## src/rtl/alu_pkg.sv

```systemverilog
// Shared ALU definitions: divider FSM states, default divider width,
// {L,M,N} opcode encoding used by the control unit, and the quotient
// value reported for a zero divisor.
package alu_pkg;

  typedef enum logic [1:0] {
    S_IDLE = 2'd0,
    S_RUN  = 2'd1,
    S_DONE = 2'd2
  } divState_t;

  localparam int DIV_WIDTH = 4;

  // Control-unit opcode field {L,M,N}
  localparam logic [2:0] OP_ADD = 3'b000;
  localparam logic [2:0] OP_SUB = 3'b001;
  localparam logic [2:0] OP_AND = 3'b010;
  localparam logic [2:0] OP_OR  = 3'b011;
  localparam logic [2:0] OP_XOR = 3'b100;
  localparam logic [2:0] OP_DIV = 3'b101;
  localparam logic [2:0] OP_MUL = 3'b110;
  localparam logic [2:0] OP_NOP = 3'b111;

  localparam logic [DIV_WIDTH-1:0] DIV_ZERO_QUOTIENT = '1;

endpackage

```

## src/rtl/seq_divider_div_step.sv

```systemverilog
// One restoring-division iteration: shift the next dividend bit into the
// partial remainder, trial-subtract the divisor at WIDTH+1 bits, and keep
// the difference only when it is non-negative.
module div_step #(
  parameter int WIDTH = 4
) (
  input  logic [WIDTH-1:0] remIn,
  input  logic             bitIn,
  input  logic [WIDTH-1:0] divisor,
  output logic [WIDTH-1:0] remOut,
  output logic             qBit
);

  logic [WIDTH:0] shifted;
  logic [WIDTH:0] diff;

  // Partial remainder is always below the divisor, so the shifted value
  // is below 2*divisor and a non-negative difference fits in WIDTH bits.
  always_comb begin
    shifted = {remIn, bitIn};
    diff    = shifted - {1'b0, divisor};
    qBit    = ~diff[WIDTH];
    remOut  = qBit ? diff[WIDTH-1:0] : shifted[WIDTH-1:0];
  end

endmodule

```

## src/rtl/seq_divider.sv

```systemverilog
// Sequential restoring divider, one quotient bit per clock.
// Optional macro SEQ_DIVIDER_SIGNED_EN: two's-complement operands, handled
// as magnitudes with the signs reapplied on the final iteration.
// Handshake: start is taken only in IDLE or DONE (the accepting edge);
// busy is high while iterating; done is a one-cycle pulse marking valid
// quotient/remainder/div_by_zero, which hold until the next accepted start.
module seq_divider
  import alu_pkg::*;
#(
  parameter int WIDTH = DIV_WIDTH
) (
  input  logic             clk,
  input  logic             rst,
  input  logic             start,
  input  logic [WIDTH-1:0] dividend,
  input  logic [WIDTH-1:0] divisor,
  output logic             busy,
  output logic             done,
  output logic [WIDTH-1:0] quotient,
  output logic [WIDTH-1:0] remainder,
  output logic             div_by_zero,
  output logic [1:0]       dbgState
);

  localparam int CW = $clog2(WIDTH + 1);

  divState_t        state, nextState;
  logic             accept;
  logic             lastStep;
  logic [CW-1:0]    count;
  logic             zeroDiv;
  logic [WIDTH-1:0] remReg, shiftReg, divisorReg;
  logic [WIDTH-1:0] stepRem;
  logic             stepQ;
  logic [WIDTH-1:0] rawQ, finalQ, finalR;
  logic [WIDTH-1:0] loadDividend, loadDivisor;

  assign rawQ     = {shiftReg[WIDTH-2:0], stepQ};
  assign lastStep = (state == S_RUN) && (count == CW'(1));

`ifdef SEQ_DIVIDER_SIGNED_EN
  logic dividendNeg, quotNeg;

  // A zero divisor reports the raw dividend, so no magnitude is taken then.
  assign loadDividend = (dividend[WIDTH-1] && (divisor != '0)) ? -dividend : dividend;
  assign loadDivisor  = divisor[WIDTH-1] ? -divisor : divisor;
  assign finalQ       = quotNeg ? -rawQ : rawQ;
  assign finalR       = dividendNeg ? -stepRem : stepRem;

  // Operand signs captured at accept for the final correction.
  always_ff @(posedge clk) begin
    if (rst) begin
      dividendNeg <= 1'b0;
      quotNeg     <= 1'b0;
    end else if (accept) begin
      dividendNeg <= dividend[WIDTH-1];
      quotNeg     <= dividend[WIDTH-1] ^ divisor[WIDTH-1];
    end
  end
`else
  assign loadDividend = dividend;
  assign loadDivisor  = divisor;
  assign finalQ       = rawQ;
  assign finalR       = stepRem;
`endif

  div_step #(.WIDTH(WIDTH)) uStep (
    .remIn  (remReg),
    .bitIn  (shiftReg[WIDTH-1]),
    .divisor(divisorReg),
    .remOut (stepRem),
    .qBit   (stepQ)
  );

  // State register.
  always_ff @(posedge clk) begin
    if (rst) state <= S_IDLE;
    else     state <= nextState;
  end

  // Next-state logic; IDLE and DONE share the start-accept rule.
  always_comb begin
    nextState = state;
    accept    = 1'b0;
    case (state)
      S_IDLE, S_DONE: begin
        if (start) begin
          accept    = 1'b1;
          nextState = S_RUN;
        end else begin
          nextState = S_IDLE;
        end
      end
      S_RUN:   if (lastStep) nextState = S_DONE;
      default: nextState = S_IDLE;
    endcase
  end

  // Datapath: operand capture, iteration, and result registration. A zero
  // divisor spends a single RUN cycle with no iteration and then reports
  // the all-ones quotient and the untouched dividend.
  always_ff @(posedge clk) begin
    if (rst) begin
      count       <= '0;
      zeroDiv     <= 1'b0;
      remReg      <= '0;
      shiftReg    <= '0;
      divisorReg  <= '0;
      quotient    <= '0;
      remainder   <= '0;
      div_by_zero <= 1'b0;
    end else if (accept) begin
      zeroDiv     <= (divisor == '0);
      count       <= (divisor == '0) ? CW'(1) : CW'(WIDTH);
      remReg      <= '0;
      shiftReg    <= loadDividend;
      divisorReg  <= loadDivisor;
      div_by_zero <= 1'b0;
    end else if (state == S_RUN) begin
      count    <= count - CW'(1);
      remReg   <= stepRem;
      shiftReg <= rawQ;
      if (lastStep) begin
        if (zeroDiv) begin
          quotient    <= '1;
          remainder   <= shiftReg;
          div_by_zero <= 1'b1;
        end else begin
          quotient    <= finalQ;
          remainder   <= finalR;
        end
      end
    end
  end

  assign busy     = (state == S_RUN);
  assign done     = (state == S_DONE);
  assign dbgState = state;

endmodule

```

## config.mk

```make
export PLATFORM = sky130hd
export DESIGN_NAME = seq_divider
export DESIGN_NICKNAME = d
export VERILOG_FILES = /design/src/rtl/alu_pkg.sv /design/src/rtl/seq_divider_div_step.sv /design/src/rtl/seq_divider.sv
export SDC_FILE = /design/constraint.sdc
export NUM_CORES = 1
export LEC_CHECK = 0
export CAP_MARGIN = 5
export CORE_MARGIN = 2
export CORE_UTILIZATION = 25
export DETAILED_ROUTE_END_ITERATION = 6
export GPL_ROUTABILITY_DRIVEN = 1
export SYNTH_ARGS = -nofsm -noshare
export SYNTH_HDL_FRONTEND = slang
export SYNTH_SLANG_ARGS = --single-unit
```

## constraint.sdc

```tcl
create_clock -name clk -period 3.04 [get_ports clk]
set_input_delay 0.608 -clock clk [delete_from_list [all_inputs] [get_ports clk]]
set_output_delay 0.608 -clock clk [all_outputs]
set_load 0.03 [all_outputs]
```

# After elaboration in Yosys (flattened, before gate mapping)
# Cells that the tools add are included.
[totals] ff_bits=27 inputBits=11
[op_classes] add_sub_neg=2 eq_ne=4 n_bitwise=2 muxes=13 reduce_logical=8
[op_table] op="4-bit two-way mux" n=5
[op_table] op="3-bit two-way mux" n=3
[op_table] op="3-bit AND reduction" n=2
[op_table] op="5-bit by 4-bit subtractor with 5-bit output" n=1
[op_table] op="4-bit logical NOT" n=1
[op_table] op="2-bit case mux with 2 select lines" n=1
[op_table] op="2-bit OR reduction" n=2
[op_table] op="3-bit by 1-bit == test with 1-bit output (second input constant)" n=1
[op_table] op="1-bit two-way mux" n=3
[op_table] op="3-bit by 1-bit subtractor with 3-bit output (second input constant)" n=1
[op_table] op="2-bit by 1-bit == test with 1-bit output (second input constant)" n=1
[op_table] op="2-bit == test (second input constant)" n=1
[op_table] op="2-bit logical NOT" n=1
[op_table] op="2-bit two-way mux" n=1
[op_table] op="2-bit by 1-bit inequality test with 1-bit output (second input constant)" n=1
[op_table] op="1-bit inverter" n=2
[op_table] op="2-bit nonzero test" n=1
[op_table] op="1-bit logical AND" n=1

# Longest topological paths before layout
# Gate-level depths: netlist of run 1.
[depth] depth_word=5 ltp_mapped=8

# Cells and area by module
# A second synthesis of run 1 with hierarchy kept.
[unflattened] hier_cells=151 hier_area_um2=1403.8
[by_module_without_submodules] mod="seq_divider" area_per_inst_um2=1202.4 n_inst=1 seq_area_each_um2=540.5 cells_per_inst=127
[by_module_without_submodules] mod="div_step" area_per_inst_um2=201.4 n_inst=1 seq_area_each_um2=0.0 cells_per_inst=24

# Worst setup path after synthesis of run 1
# OpenSTA, ideal clock, no wires.
[synth_timing] path_type="register -> register" from="register shiftReg[3]" to="register remReg[0]" setup_time_ps=70 setup_slack_ps=920 t_required_ps=2970 n_path_buf=0 stages_incl_launch_ff=9 t_arrival_ps=2050 period_less_slack_ps=2120 path_cell_list="dfxtp_1 -> inv_1 -> ha_1 -> fa_1 -> nand2b_1 -> a21oi_4 -> xor2_4 -> mux2_1 -> o21ai_1"
[synth_via] elab_chain_len=2
[synth_rtl] item="start: declaration" line_no="seq_divider.sv:32" source="logic [WIDTH-1:0] remReg, shiftReg, divisorReg;"
[synth_rtl] item="start signal: assignment" line_no="seq_divider.sv:116" source="shiftReg <= loadDividend;"
[synth_rtl] item="start signal: assignment" line_no="seq_divider.sv:122" source="shiftReg <= rawQ;"
[synth_rtl] item="5-bit by 4-bit subtractor with 5-bit output" line_no="seq_divider_div_step.sv:21" source="diff = shifted - {1'b0, divisor};"
[synth_rtl] item="4-bit two-way mux (*)" line_no="seq_divider_div_step.sv:23" source="remOut = qBit ? diff[WIDTH-1:0] : shifted[WIDTH-1:0];"
[synth_rtl] item="end signal: assignment" line_no="seq_divider.sv:121" source="remReg <= stepRem;"
[synth_rtl] item="end: declaration" line_no="seq_divider.sv:32"
# Every way passes the cells marked *; elsewhere a longest branch is shown, timed or not.
# A chain may end at the register's enable or synchronous reset.

# Worst setup path after layout of run 1
[layout_timing] from="register state[0] (netlist: dbgState[0])" to="output busy"
[layout_via] elab_chain_len=1
[layout_rtl] item="start: declaration" line_no="seq_divider.sv:27" source="divState_t state, nextState;"
[layout_rtl] item="start signal: assignment" line_no="seq_divider.sv:78" source="else state <= nextState;"
[layout_rtl] item="2-bit by 1-bit == test with 1-bit output" line_no="seq_divider.sv:136" source="assign busy = (state == S_RUN);"
[layout_rtl] item="end: declaration" line_no="seq_divider.sv:17" source="output logic busy,"
# Every way passes these cells.

==> results by group, run 1 <==
Final layout
  – Fillers: about 560
  – Final Instance Area: about 1700 um^2
  – P&R area growth vs syn: 26.4%
  – Share of cells above drive strength 1: 0.0495
  – Footprint of the multi-input gates: between 700 and 800 um^2
  – Diode count: 0
  – Final non-filler cell total: 252
  – Register area: ~540 um^2
  – Final nets: roughly 200

Setup path
  – Critical path type: flip-flop to output pin
  – Slowest stage delay, CP: roughly 740 ps
  – R2R Setup Slk: around 710 ps
  – CP max-delay cell: clkdlybuf4s50_1
  – CP Data Arrival Time: slightly below 2000 ps
  – WP data required: 2430 ps
  – Crit path capture type: output pin
  – Startpoint Class: flip-flop
  – CP cell instances: nand2b_1 > inv_1 > clkdlybuf4s50_1
  – Worst-path fanout max: 12

Global routing
  – Vias in the first global route: 1041
  – Grt total ovfl: 0
  – GRT Total Usage: 0.102
  – Largest net degree at the start of global routing: 24
  – First-pass GRT wire length: around 5000 um
  – Initial antenna violation count: 0

Synthesis
  – Yosys reg bits: 27
  – Post-synthesis sequential area ratio: 0.410
  – Synthesis Warnings: 0
  – Syn_nets: ~180
  – Synthesized area: about 1300 um^2
  – Syn_area_per_cell: ~8.2 um^2
  – Top cells by area in the synthesized netlist: dfxtp_1 41%, a21oi_1 8.3%, ha_1 5.7%, nand2_1 5.4%, nor2_1 5.1%
  – Cells after synthesis: 161
  – Synth top area share: 0.410
  – Cell variety after synth: 28
  – Area leader, netlist: dfxtp_1

Clock tree
  – CTS sink cnt: 27
  – Setup bufs post-CTS: 0
  – Number of gates resized after cts: 0
  – CTS tree: done
  – Root Driver: clkbuf_8
  – Cts bufs inserted: 3
  – Max H-tree Level: 1
  – Clock Path Buffers: 2
  – CTS clk-pin slew, worst paths: around 90 ps
  – Clk_lat worst skew: about 270 ps
  – Hold_buf cts: 0

Timing
  – Fin. Hold Viols: 0
  – Final setup fails: 0
  – Skew final: about 4.4 ps
  – Min Tclk post-route: 2600 ps
  – Slew HR: 0.605
  – Final TNS setup: 0 ps
  – Fmax: 0.385 GHz
  – PnR worst setup slack: between 400 and 500 ps
  – Final period util: 0.855
  – Worst Max-Slew Pin Slew: 590 ps
  – Fin. max-slew vios: 0
  – Setup repair after global routing missed its margin: no
  – Hold slack: 461 ps

Place
  – Post-DP HPWL: approximately 2200 um
  – Placed Area: 1620 um^2
  – GP Congestion: 0.755
  – Post-place setup slack: ~700 ps
  – Placed cell count: approximately 250
  – Port Buf Inserts: 23

Die
  – Placeable Area: roughly 5000 um^2
  – Vert. Die Dim: roughly 77 um
  – Site Rows: 26
  – Horiz. Die Dim: around 77 um
  – Die Area: 5870 um^2
  – Top Ports: 24
  – Starting density of the core: 0.258

Routing
  – Remaining antenna violation count: 0
  – Initial DRC Count: 50
  – Vias: about 1100
  – DRT Pass-1 Iters: 4
  – Routed WL per cell: 11.6 um
  – DR vias/cell: around 4.5
  – DRC viols: 0
  – Routed WL: 2920 um

Min path
  – Worst Hold Class: flip-flop to flip-flop

Status
  – Status: finished clean

Power
  – Pwr Density: 477 nW/um^2
  – Worst VDD drop: between 150 and 200 uV
  – Lkg Pwr: between 0.6 and 0.7 nW

Run
  – MaxCap Viol Count: 0
[power by group]
part	internal (mW)	leakage, nW	total, mW	switching [mW]
sequential	0.375	0.220	0.392	0.0174
combinational	0.0858	0.377	0.197	0.112
clock	0.0919	0.0255	0.206	0.114
total	0.552	0.623	0.795	0.243
[worst max-delay path: cells and delay by family (launching register included)]
family                 cells  cell delay [ps]
buffers and inverters      2             1100
DFF                        1              400
and+or+nand+nor            1              210
[cells by family after synthesis]
logic type / count (synthesis) / synth area share
XOR/XNOR: 3 / 0.0342
AO/OA/AOI/OAI: 42 / 0.188
flip-flops: 27 / 0.410
buffers and inverters: 17 / 0.0493
AND/OR/NAND/NOR: 59 / 0.199
adder cells (fa/ha/maj): 7 / 0.0721
multiplexers: 6 / 0.0474
[layer usage]
layer / track usage / routed length, um / up-vias
met5: 0 / 0 / -
met4: 0.0218 / 17 / 0
met3: 0.0308 / 116 / 2
met2: 0.170 / 1360 / 20
met1: 0.130 / 1430 / 514
li1: - / - / 596
[cell usage in the layout, fill, tap and decap left out, types with 3 or more instances in the layout]
cell / n
nand2_1: 19
a22oi_1: 4
clkbuf_8: 3
nand2b_1: 5
nand3_1: 3
clkdlybuf4s50_1: 23
inv_1: 9
ha_1: 6
o21ai_0: 10
a21oi_1: 22
dfxtp_1: 27
mux2i_1: 4
nor3_1: 9
nor2_1: 18
[state kept, by name, indices dropped and copies added, names as in the netlist]
signal       flops
count            3
dbgState         2
div_by_zero      1
divisorReg       4
quotient         4
remReg           4
remainder        4
shiftReg         4
zeroDiv          1
[final timing paths]
check                     start  cells after the start            end
hold reg to reg   divisorReg[2]                      2  divisorReg[2]
hold / removal    divisorReg[2]                      2  divisorReg[2]
setup / recovery    dbgState[0]                      3           busy
setup reg to reg    shiftReg[3]                      8      remReg[1]
[layout make-up]
cell class	instances	area share
Clock buffer	3	0.0248
Clock inverter	1	0.00300
Inverter	9	0.0203
Multi-Input combinational cell	117	0.428
Sequential cell	27	0.324
Tap cell	70	0.0526
Timing Repair Buffer	25	0.147
[synth_stat cells]
cell type,instances
nor3b_1,1
xnor2_1,1
fa_1,1
a311oi_1,1
a31oi_1,1
nor2b_1,2
nand2_1,19
a21oi_1,22
nor4_1,1
nand2b_1,5
buf_2,1
or2_1,1
nor3_1,9
o41ai_2,1
inv_1,9
mux2_1,2
nor2_1,18
a22oi_1,4
mux2i_1,4
o21ai_1,2
a21oi_4,1
xor2_4,1
dfxtp_1,27
xor2_1,1
nand3_1,3
ha_1,6
clkbuf_1,7
o21ai_0,10
[metrics by stage]
stage / total power [mW] / utilization
floorplan: 0.540 / -
finish: 0.795 / 0.326
global route: 0.840 / 0.326
global placement: 0.597 / 0.317
detailed placement: 0.601 / 0.317
CTS: 0.806 / 0.326
No activity file was read; power rests on OpenSTA's default activity.
==> inputs of run 2 (changes only) <==
- ABC_AREA: unset -> 0
- CORE_MARGIN: 2 -> unset
==> run 2 against run 1 <==
Critical path depth unchanged. Global-route usage up 1.4 points. Die area down 5.2%. Count of clock-buffer cells in the layout up 1. Flip-flop and latch count unchanged. Sequential share of layout area about the same. Core utilization about the same. Setup slack better by 8.7 ps. Critical endpoint unchanged.
==> results by group, run 2 (synthesis results as in run 1) <==
Power
  – Sw frac: 0.303
  – Sequential share of power: 0.494
  – Power Internal: ~0.55 mW
  – Clock network power share: 0.256
  – Worst VDD drop: 342 uV
  – Switching pwr: 0.240 mW
  – Lkg Pwr: slightly above 0.6 nW
  – Comb power frac: 0.250
  – Pwr Density: about 480 nW/um^2

Timing
  – Fmax: 0.386 GHz
  – Final period util: 0.852
  – Setup repair after global routing missed its margin: no
  – Fin. max-slew vios: 0
  – Skew final: between 3 and 4 ps
  – Worst Max-Slew Pin Slew: 576 ps
  – Slew HR: 0.616
  – Min Tclk post-route: 2590 ps
  – Final setup fails: 0
  – Final TNS setup: 0 ps
  – Fin. Hold Viols: 0

Global routing
  – Initial antenna violation count: 0
  – First-pass GRT wire length: around 5000 um
  – GRT Total Usage: 0.116
  – Vias in the first global route: 1053
  – Largest net degree at the start of global routing: 18
  – Grt total ovfl: 0

Run
  – MaxCap Viol Count: 0

Die
  – Top Ports: 24
  – Placeable Area: between 5000 and 6000 um^2
  – Vert. Die Dim: approximately 75 um
  – Starting density of the core: 0.258
  – Die Area: approximately 5600 um^2
  – Site Rows: 26
  – Horiz. Die Dim: between 70 and 80 um

Min path
  – Worst Hold Class: flip-flop to flip-flop
  – Hold path depth: 2
  – Hold wc startpoint: shiftReg[3]
  – Hold path endpoint: shiftReg[3]

Clock tree
  – CTS sink cnt: 27
  – Clock Path Buffers: 2
  – CTS clk-pin slew, worst paths: 90 ps
  – Hold_buf cts: 0
  – Number of gates resized after cts: 0
  – CTS tree: done
  – Cts bufs inserted: 3
  – Setup bufs post-CTS: 0
  – Max H-tree Level: 1
  – Root Driver: clkbuf_8
  – Clk_lat worst skew: approximately 270 ps

Final layout
  – Share of cells above drive strength 1: 0.0440
  – Final Util: 0.326
  – Fillers: around 550
  – Diode count: 0
  – Final nets: roughly 200
  – Final non-filler cell total: ~250
  – Commonest cells after routing, fill and taps aside: 27 x dfxtp_1, 23 x clkdlybuf4s50_1, 22 x a21oi_1
  – P&R area growth vs syn: 26.3%
  – Final Instance Area: about 1700 um^2
  – Commonest non-fill, non-tap cell in the layout: dfxtp_1

Routing
  – Vias: between 1000 and 1500
  – DRC viols: 0
  – Remaining antenna violation count: 0
  – Routed WL per cell: 11.6 um
  – Initial DRC Count: 66
  – DRT Pass-1 Iters: 4
  – DR vias/cell: roughly 4.5
  – Routed WL: around 2900 um

Setup path
  – R2R Setup Slk: about 700 ps
  – Worst R2R End: remReg[2]
  – Critical path type: flip-flop to output pin
  – Startpoint Class: flip-flop
  – CP Data Arrival Time: around 2000 ps
  – Reg-to-reg startpoint: shiftReg[3]
  – Worst-path fanout max: 12
  – Reg2Reg Depth: 8
  – Crit path capture type: output pin
  – WP data required: between 2000 and 2500 ps

Status
  – Status: finished clean

Place
  – GP Congestion: between 0.7 and 0.8
  – Post-DP HPWL: between 2000 and 2500 um
  – Port Buf Inserts: 23
  – Placed Area: roughly 1600 um^2
  – Placed cell count: between 200 and 250
[run 2: changes by cell type in the layout (fill, tap and decap cells not counted), sizes merged]
cell	previous run	this run
clkinv	1	0
clkbuf	3	4
[run 2: how the worst max path moves through the flow]
| stage | start | endpoint | cells after the start |
|---|---|---|---|
| after CTS | dbgState[0] | busy | 3 |
| after floorplan | shiftReg[3] | remReg[0] | 8 |
| after global routing | dbgState[0] | busy | 3 |
| final | dbgState[0] | busy | 3 |
| after global placement | shiftReg[3] | remReg[2] | 8 |
| after detailed placement | dbgState[0] | busy | 3 |
[run 2: power groups by stage]
stage / Sequential, mW / Combinational, mW / Clock (mW)
final: 0.392 / 0.198 / 0.204
after global routing: 0.396 / 0.224 / 0.225
after CTS: 0.392 / 0.201 / 0.211
after detailed placement: 0.401 / 0.200 / 0
after global placement: 0.400 / 0.197 / 0
after floorplan: 0.407 / 0.133 / 0
[run 2: per-layer routing]
metal | share of wire | global-route usage
met4 | 0.0061 | 0.0252
met2 | 0.46 | 0.183
met5 | 0 | 0
met1 | 0.49 | 0.162
met3 | 0.039 | 0.0268
[run 2: cell type report]
class | instances | area, um^2 | area share
Timing Repair Buffer | 25 | 245 | 0.147
Clock buffer | 4 | 45.0 | 0.0270
Tap cell | 70 | 87.6 | 0.0526
Sequential cell | 27 | 541 | 0.325
Inverter | 9 | 33.8 | 0.0203
Multi-Input combinational cell | 117 | 713 | 0.428
[run 2: through the flow]
step                hold WS, ps  worst slack [ps]  total power, mW
finish                      459               449            0.794
floorplan                   436               920            0.540
detailed placement          448               703            0.601
CTS                         461               396            0.804
global route                486               286            0.844
global placement            444               742            0.597
[run 2: critical path, cell delays in order, from the launching register on]
cell and delay [ps]:
dfxtp_1 400, nand2b_1 200, inv_1 370, clkdlybuf4s50_1 750
